--- config.mk ---
export PLATFORM = sky130hd
export DESIGN_NAME = iterative_divider
export DESIGN_NICKNAME = d
export VERILOG_FILES = /design/src/rtl/div_pkg.sv /design/src/rtl/cond_negate.sv /design/src/rtl/iterative_divider.sv
export SDC_FILE = /design/constraint.sdc
export NUM_CORES = 1
export LEC_CHECK = 0
export CAP_MARGIN = 30
export CORE_AREA = 2 2 181 183
export DETAILED_ROUTE_END_ITERATION = 7
export DIE_AREA = 0 0 183 185
export PLACE_DENSITY = 0.61
export SKIP_LAST_GASP = 1
export SLEW_MARGIN = 0
export SYNTH_ARGS = -nofsm -noshare
export SYNTH_HDL_FRONTEND = slang
export SYNTH_SLANG_ARGS = --single-unit
export TNS_END_PERCENT = 100
--- constraint.sdc ---
create_clock -name clk -period 4.2 [get_ports clk]
set_input_delay 0.84 -clock clk [delete_from_list [all_inputs] [get_ports clk]]
set_output_delay 0.84 -clock clk [all_outputs]
set_load 0.01 [all_outputs]
--- src/rtl/div_pkg.sv ---
// Shared definitions for the iterative divider: FSM encoding, default width and
// the quotient returned when dividing by zero.
package div_pkg;

  localparam int DEFAULT_DATA_WIDTH = 32;

  typedef enum logic [1:0] {
    IDLE = 2'd0,
    RUN  = 2'd1,
    FIX  = 2'd2
  } div_state_e;

  localparam logic [DEFAULT_DATA_WIDTH-1:0] DIV_ZERO_QUOTIENT = '1;

endpackage

--- src/rtl/cond_negate.sv ---
// Conditional two's-complement negation, purely combinational.
// Used both to take operand magnitudes and to restore result signs.
module cond_negate #(
  parameter int DATA_WIDTH = 32
) (
  input  logic [DATA_WIDTH-1:0] in_dat,
  input  logic                  neg,
  output logic [DATA_WIDTH-1:0] out_dat
);

  assign out_dat = neg ? (~in_dat + 1'b1) : in_dat;

endmodule

--- src/rtl/iterative_divider.sv ---
// Restoring divider, one quotient bit per cycle: DATA_WIDTH+1 cycles start-to-done
// (1 cycle for a zero divisor). start is only accepted while idle; busy stalls the pipe.
module iterative_divider
  import div_pkg::*;
#(
  parameter int DATA_WIDTH = DEFAULT_DATA_WIDTH
) (
  input  logic                  clk,
  input  logic                  rst,
  input  logic                  start,
  input  logic                  is_signed,
  input  logic [DATA_WIDTH-1:0] dividend,
  input  logic [DATA_WIDTH-1:0] divisor,
  output logic                  busy,
  output logic                  done,
  output logic [DATA_WIDTH-1:0] quotient,
  output logic [DATA_WIDTH-1:0] remainder,
  output logic                  div_by_zero
);

  localparam int MSB   = DATA_WIDTH - 1;
  localparam int CNT_W = $clog2(DATA_WIDTH + 1);

  div_state_e            state_q, state_d;
  logic [CNT_W-1:0]      cnt_q, cnt_d;
  logic [DATA_WIDTH-1:0] rem_q, rem_d;
  logic [DATA_WIDTH-1:0] quo_q, quo_d;
  logic [DATA_WIDTH-1:0] dvs_q, dvs_d;
  logic                  quo_neg_q, quo_neg_d;
  logic                  rem_neg_q, rem_neg_d;
  logic                  zero_q, zero_d;
  logic                  done_q, done_d;
  logic [DATA_WIDTH-1:0] quotient_q, quotient_d;
  logic [DATA_WIDTH-1:0] remainder_q, remainder_d;
  logic                  div_by_zero_q, div_by_zero_d;

  logic [DATA_WIDTH-1:0] dvd_mag, dvs_mag, quo_fix, rem_fix;

  cond_negate #(.DATA_WIDTH(DATA_WIDTH)) u_neg_dvd (
    .in_dat (dividend),
    .neg    (is_signed & dividend[MSB]),
    .out_dat(dvd_mag)
  );

  cond_negate #(.DATA_WIDTH(DATA_WIDTH)) u_neg_dvs (
    .in_dat (divisor),
    .neg    (is_signed & divisor[MSB]),
    .out_dat(dvs_mag)
  );

  cond_negate #(.DATA_WIDTH(DATA_WIDTH)) u_fix_quo (
    .in_dat (quo_q),
    .neg    (quo_neg_q),
    .out_dat(quo_fix)
  );

  cond_negate #(.DATA_WIDTH(DATA_WIDTH)) u_fix_rem (
    .in_dat (rem_q),
    .neg    (rem_neg_q),
    .out_dat(rem_fix)
  );

  // The shifted partial remainder can reach 2*divisor-1, so it needs one extra bit;
  // when it fits the divisor the difference always fits back into DATA_WIDTH bits.
  logic [DATA_WIDTH:0]   shifted;
  logic [DATA_WIDTH-1:0] trial;
  logic                  fits;

  assign shifted = {rem_q, quo_q[MSB]};
  assign trial   = shifted[MSB:0] - dvs_q;
  assign fits    = (shifted >= {1'b0, dvs_q});

  always_comb begin
    state_d       = state_q;
    cnt_d         = cnt_q;
    rem_d         = rem_q;
    quo_d         = quo_q;
    dvs_d         = dvs_q;
    quo_neg_d     = quo_neg_q;
    rem_neg_d     = rem_neg_q;
    zero_d        = zero_q;
    done_d        = 1'b0;
    quotient_d    = quotient_q;
    remainder_d   = remainder_q;
    div_by_zero_d = div_by_zero_q;

    case (state_q)
      IDLE: begin
        if (start) begin
          quo_neg_d = is_signed & (dividend[MSB] ^ divisor[MSB]);
          rem_neg_d = is_signed & dividend[MSB];
          dvs_d     = dvs_mag;
          rem_d     = '0;
          cnt_d     = '0;
          // On a zero divisor quo holds the raw dividend, which becomes the remainder.
          if (divisor == '0) begin
            zero_d  = 1'b1;
            quo_d   = dividend;
            state_d = FIX;
          end else begin
            zero_d  = 1'b0;
            quo_d   = dvd_mag;
            state_d = RUN;
          end
        end
      end
      RUN: begin
        rem_d = fits ? trial : shifted[MSB:0];
        quo_d = {quo_q[MSB-1:0], fits};
        cnt_d = cnt_q + 1'b1;
        if (cnt_q == CNT_W'(DATA_WIDTH - 1)) begin
          state_d = FIX;
        end
      end
      FIX: begin
        done_d  = 1'b1;
        state_d = IDLE;
        if (zero_q) begin
          quotient_d    = {DATA_WIDTH{DIV_ZERO_QUOTIENT[0]}};
          remainder_d   = quo_q;
          div_by_zero_d = 1'b1;
        end else begin
          quotient_d    = quo_fix;
          remainder_d   = rem_fix;
          div_by_zero_d = 1'b0;
        end
      end
      default: state_d = IDLE;
    endcase
  end

  always_ff @(posedge clk) begin
    if (rst) begin
      state_q       <= IDLE;
      cnt_q         <= '0;
      rem_q         <= '0;
      quo_q         <= '0;
      dvs_q         <= '0;
      quo_neg_q     <= 1'b0;
      rem_neg_q     <= 1'b0;
      zero_q        <= 1'b0;
      done_q        <= 1'b0;
      quotient_q    <= '0;
      remainder_q   <= '0;
      div_by_zero_q <= 1'b0;
    end else begin
      state_q       <= state_d;
      cnt_q         <= cnt_d;
      rem_q         <= rem_d;
      quo_q         <= quo_d;
      dvs_q         <= dvs_d;
      quo_neg_q     <= quo_neg_d;
      rem_neg_q     <= rem_neg_d;
      zero_q        <= zero_d;
      done_q        <= done_d;
      quotient_q    <= quotient_d;
      remainder_q   <= remainder_d;
      div_by_zero_q <= div_by_zero_d;
    end
  end

  assign busy        = (state_q != IDLE);
  assign done        = done_q;
  assign quotient    = quotient_q;
  assign remainder   = remainder_q;
  assign div_by_zero = div_by_zero_q;

endmodule

# Word level (Yosys, flattened, before mapping)
# Cells that the tools add are included.
# op_classes
n_addsub,6
magnitude_cmp,1
eq_ne,5
muxes,21
bitwise_logic,8
n_reduce_logical,7
# ops
op,count
32-bit two-way mux,10
32-bit by 1-bit adder with 32-bit output (second input constant),4
32-bit inverter,4
32-bit case mux with 2 select lines,2
33-bit by 32-bit >= comparator with 1-bit output,1
32-bit logical NOT,1
32-bit subtractor,1
6-bit case mux with 2 select lines,1
6-bit by 1-bit adder with 6-bit output (second input constant),1
6-bit by 5-bit == test with 1-bit output (second input constant),1
2-bit two-way mux,3
6-bit two-way mux,1
2-bit AND reduction,3
2-bit != test (second input constant),2
2-bit case mux with 2 select lines,1
2-bit nonzero test,2
1-bit bitwise AND,3
1-bit two-way mux,3
2-bit by 1-bit == test with 1-bit output (second input constant),1
2-bit == test (second input constant),1
2-bit logical NOT,1
1-bit XOR,1
# totals
reg_bits,173
word_cells,60

# Depth between registers and ports, before layout
# depth
depth_word,6
mapped_depth,14
ltp_nobuf,13

# Hierarchy
# From an unflattened synthesis, not the netlist that was laid out.
# unflattened
hier_cells,1484
hier_area_um2,12120.4
# by_module_without_submodules
module,n_inst,cells_each,area_per_inst_um2
iterative_divider,1,1088,9012.4
cond_negate,4,99,777.0

# Least setup slack after synthesis
# No wires, ideal clock.
# synth_timing
path_kind,in2reg
startpoint,input dividend[8]
endpoint,register quo_q[23]
arrival_ns,3.328
path_slack_ns,0.754
stages,9
path_cell_list,or4_1 or3_1 or3b_2 or2_2 or3_1 o31ai_1 xnor2_1 o221ai_1 nand2_1
# synth_via
elab_chain_len,6
# synth_lines
item,line,source
"start, declared",iterative_divider.sv:12,"input logic [DATA_WIDTH-1:0] dividend,"
32-bit inverter,cond_negate.sv:11,assign out_dat = neg ? (~in_dat + 1'b1) : in_dat;
32-bit by 1-bit adder with 32-bit output,cond_negate.sv:11,
32-bit two-way mux,cond_negate.sv:11,
32-bit two-way mux,iterative_divider.sv:96,if (divisor == '0) begin
32-bit two-way mux,iterative_divider.sv:89,if (start) begin
32-bit case mux with 2 select lines,iterative_divider.sv:87,case (state_q)
"end signal, assigned",iterative_divider.sv:150,quo_q <= quo_d;
"end, declared",iterative_divider.sv:27,"logic [DATA_WIDTH-1:0] quo_q, quo_d;"
# No other way between the ends. The select of a mux whose other input is x is not followed.
# A chain may end at the register's enable or synchronous reset.

# Worst setup path after layout
# layout_timing
startpoint,input divisor[19]
endpoint,register quo_q[7]
# layout_via
elab_chain_len,4
# layout_lines
item,line,source
"start, declared",iterative_divider.sv:13,"input logic [DATA_WIDTH-1:0] divisor,"
32-bit logical NOT,iterative_divider.sv:96,
32-bit two-way mux,iterative_divider.sv:96,
32-bit two-way mux,iterative_divider.sv:89,
32-bit case mux with 2 select lines,iterative_divider.sv:87,
# No other way between the ends. The select of a mux whose other input is x is not followed.

==> impl_metrics.tcl <==
set metrics [dict create \
    outcome "complete, no violations" \
    cts_setup_buffers 0 \
    fin_tns_setup_ns 0 \
    cp_data_arrival_time_ns 4.15 \
    root_buffer "clkbuf_16" \
    ys_warn_count 0 \
    syn_to_final_growth_pct 20.4 \
    cts_tree "yes" \
    slowest_delay_ns 0.59 \
    port_buffers 134 \
    syn-cell-area_mm2 0.0110 \
    final_cell_mix "nand2_1, dfxtp_1, nor2_1" \
    synthArstFlopShare_pct 0 \
    place_congestion 0.903 \
    worst_pin_slew_ns 0.869 \
    critPathMostFrequentCell "o21ai_0" \
    cp_data_required_time_ns 4.56 \
    grt_max_degree 69 \
    synth_edf_count 0 \
    fin_util_pct 41.3 \
    antenna_found_initial 0 \
    boundaryPins 135 \
    drive_gt1_share_pct 5.11 \
    period_needed_ns 3.80 \
    max_freq_mhz 263 \
    gr-total-overflow 0 \
    p_leak_nw 4.95 \
    critPathCaptureType "register" \
    met1_usage_pct 26.3 \
    fin_nets 1640 \
    path_cells "clkdlybuf4s50_1 > or4_1 > nor4_1 > nor3b_1 > nand3_1 > and3_1 > o21ai_0 > xnor2_1 > nor2_1 > o21ai_0" \
    grt_use_total_pct 19.0 \
    critPathSlowestCell "or4_1" \
    clk_path_buf_depth 2 \
    startpoint_type "input pin" \
    wire_per_inst_um 16.6 \
    use_met3_pct 2.36 \
    fp.dieArea_mm2 0.0339 \
    synth_seq_cells 173 \
    cts_sinks 173 \
    drt_drc_violations_left 0 \
    clk_pin_slew_worst_paths_ns 0.07 \
    ant_nets 0 \
    cts_max_level 4 \
    fin_area_mm2 0.0132 \
    setup_viol 0 \
    ys_seq_area_share_pct 31.6 \
    grt_util_met2_pct 31.1 \
    first_pass_iters 5 \
    die_h_um 185 \
    core_area_mm2 0.0320 \
    path_buf_inv 1 \
    syn_avg_cell_area_um2 7.52 \
    crit_fanout 23 \
    syn-num-nets 1566 \
    cts.repair.resized 0 \
    num_rows 66 \
    cts_hold_buf 0 \
    power.total_mw 4.30 \
    antenna_cells 0 \
    rrSetupSlack_ns 0.70 \
    die_x_um 183 \
    drv_slew 0 \
    fillers 3288 \
    synth_top_area_share_pct 31.6 \
    num_vias 10426 \
    rsz0062_at_grt "false" \
    grt_pass1_vias 9533 \
    crit_type "input pin to register" \
    synthFlopType "dfxtp_1" \
    regArea_mm2 0.00346 \
    synthCells 1460 \
    initial_core_util_pct 34.3 \
    post_dp_cell_area_mm2 0.0126 \
    multi_input_area_mm2 0.00695 \
    final_common_cell "nand2_1" \
    ir_drop_mv 0.275 \
    finalCritPeriodShare_pct 90.4 \
    busiest_layer "met2" \
    relSlewSlack_pct 42.0 \
    yosysUniqueCellTypes 67 \
    crit_family "simple AND/OR/NAND/NOR gates" \
    grt_pass1_wl_um 51400 \
    hold_violations 0 \
    yosys.area.top_type "dfxtp_1" \
    cts_made_buffers 17 \
    wirelength_um 32500 \
    min-delay-path-class "register to register" \
    worstSkewPairLatency_ns 0.44 \
    max_cap_viol_count 0 \
    dp_hpwl_um 24800 \
    first_iter_violations 798 \
    routed_via_density 5.33 \
    p_per_area_mw_per_mm2 326 \
    synthTopCellsByArea "dfxtp_1, nand2_1, xor2_1" \
    skew_ns 0.0135 \
]
-- stage by stage --
stage	setup WS, ns	hold WS, ns	std cells
floorplan	0.754	0.432	1460
global placement	0.0748	0.443	1922
detailed placement	-0.0134	0.449	1923
CTS	0.453	0.460	1955
global route	0.189	0.477	1955
finish	0.402	0.455	1955
-- state kept, by name (all words and copies together), names as in the netlist --
name and count:
zero_q 1, remainder 32, rem_q 32, done 1
quo_q 32, cnt_q 6, quotient 32, state_q 2
quo_neg_q 1, rem_neg_q 1, div_by_zero 1, dvs_q 32
-- worst reg2reg max path: cells and delay by family (launching register included) --
kind            cells  cell delay [ns]
compound gates      8             2.05
flops               1             0.31
buf+inv             2             0.18
xor+xnor            1             0.23
fa+ha+maj           2             0.59
-- cell usage after synthesis, drive strengths merged, types with 15 or more instances --
library cell,instances
a211oi,55
a21o,22
a21oi,96
clkbuf,87
dfxtp,173
ha,37
inv,53
nand2,228
nand3,15
nor2,135
nor3,28
o21ai,130
o221ai,24
o31ai,28
o41ai,15
or3,16
or4,18
xnor2,63
xor2,83
-- final timing paths --
path	from	to	cells after the start
min	dvs_q[30]	dvs_q[30]	2
max reg2reg	quo_q[31]	rem_q[16]	13
max	divisor[19]	quo_q[7]	10
min reg2reg	dvs_q[30]	dvs_q[30]	2
-- where the power goes --
part           switching, mW  internal, mW  total, mW
Sequential             0.119          1.73       1.85
Combinational          0.506         0.381      0.887
Clock                  0.775         0.793       1.57
-- kinds of logic (layout without fill, tap and decap cells) --
family                   after synthesis  after routing  synth area share [%]
AND/OR/NAND/NOR                      506            506                  20.7
AO/OA/AOI/OAI                        437            437                  25.6
flip-flops                           173            173                  31.6
buffers and inverters                152            239                  5.30
XOR/XNOR                             146            146                  11.7
adder cells (fa/ha/maj)               38             38                  4.40
multiplexers                           8              8                 0.741
-- per-layer routing --
metal | vias up | part of all wire (%)
li1 | 5349 | -
met1 | 4793 | 49
met2 | 252 | 45
met3 | 32 | 4.2
met4 | 0 | 1.8
met5 | - | 0
-- cell type report --
type / count / share of cell area [%]
well taps: 408 / 3.86
multi-input cells: 1135 / 52.6
inverters: 53 / 1.51
clock inverters: 15 / 1.08
flip-flops and latches: 173 / 26.2
repair buffers: 154 / 11.5
clock buffers: 17 / 3.22
Note: power is estimated with default switching activity, not from simulation.
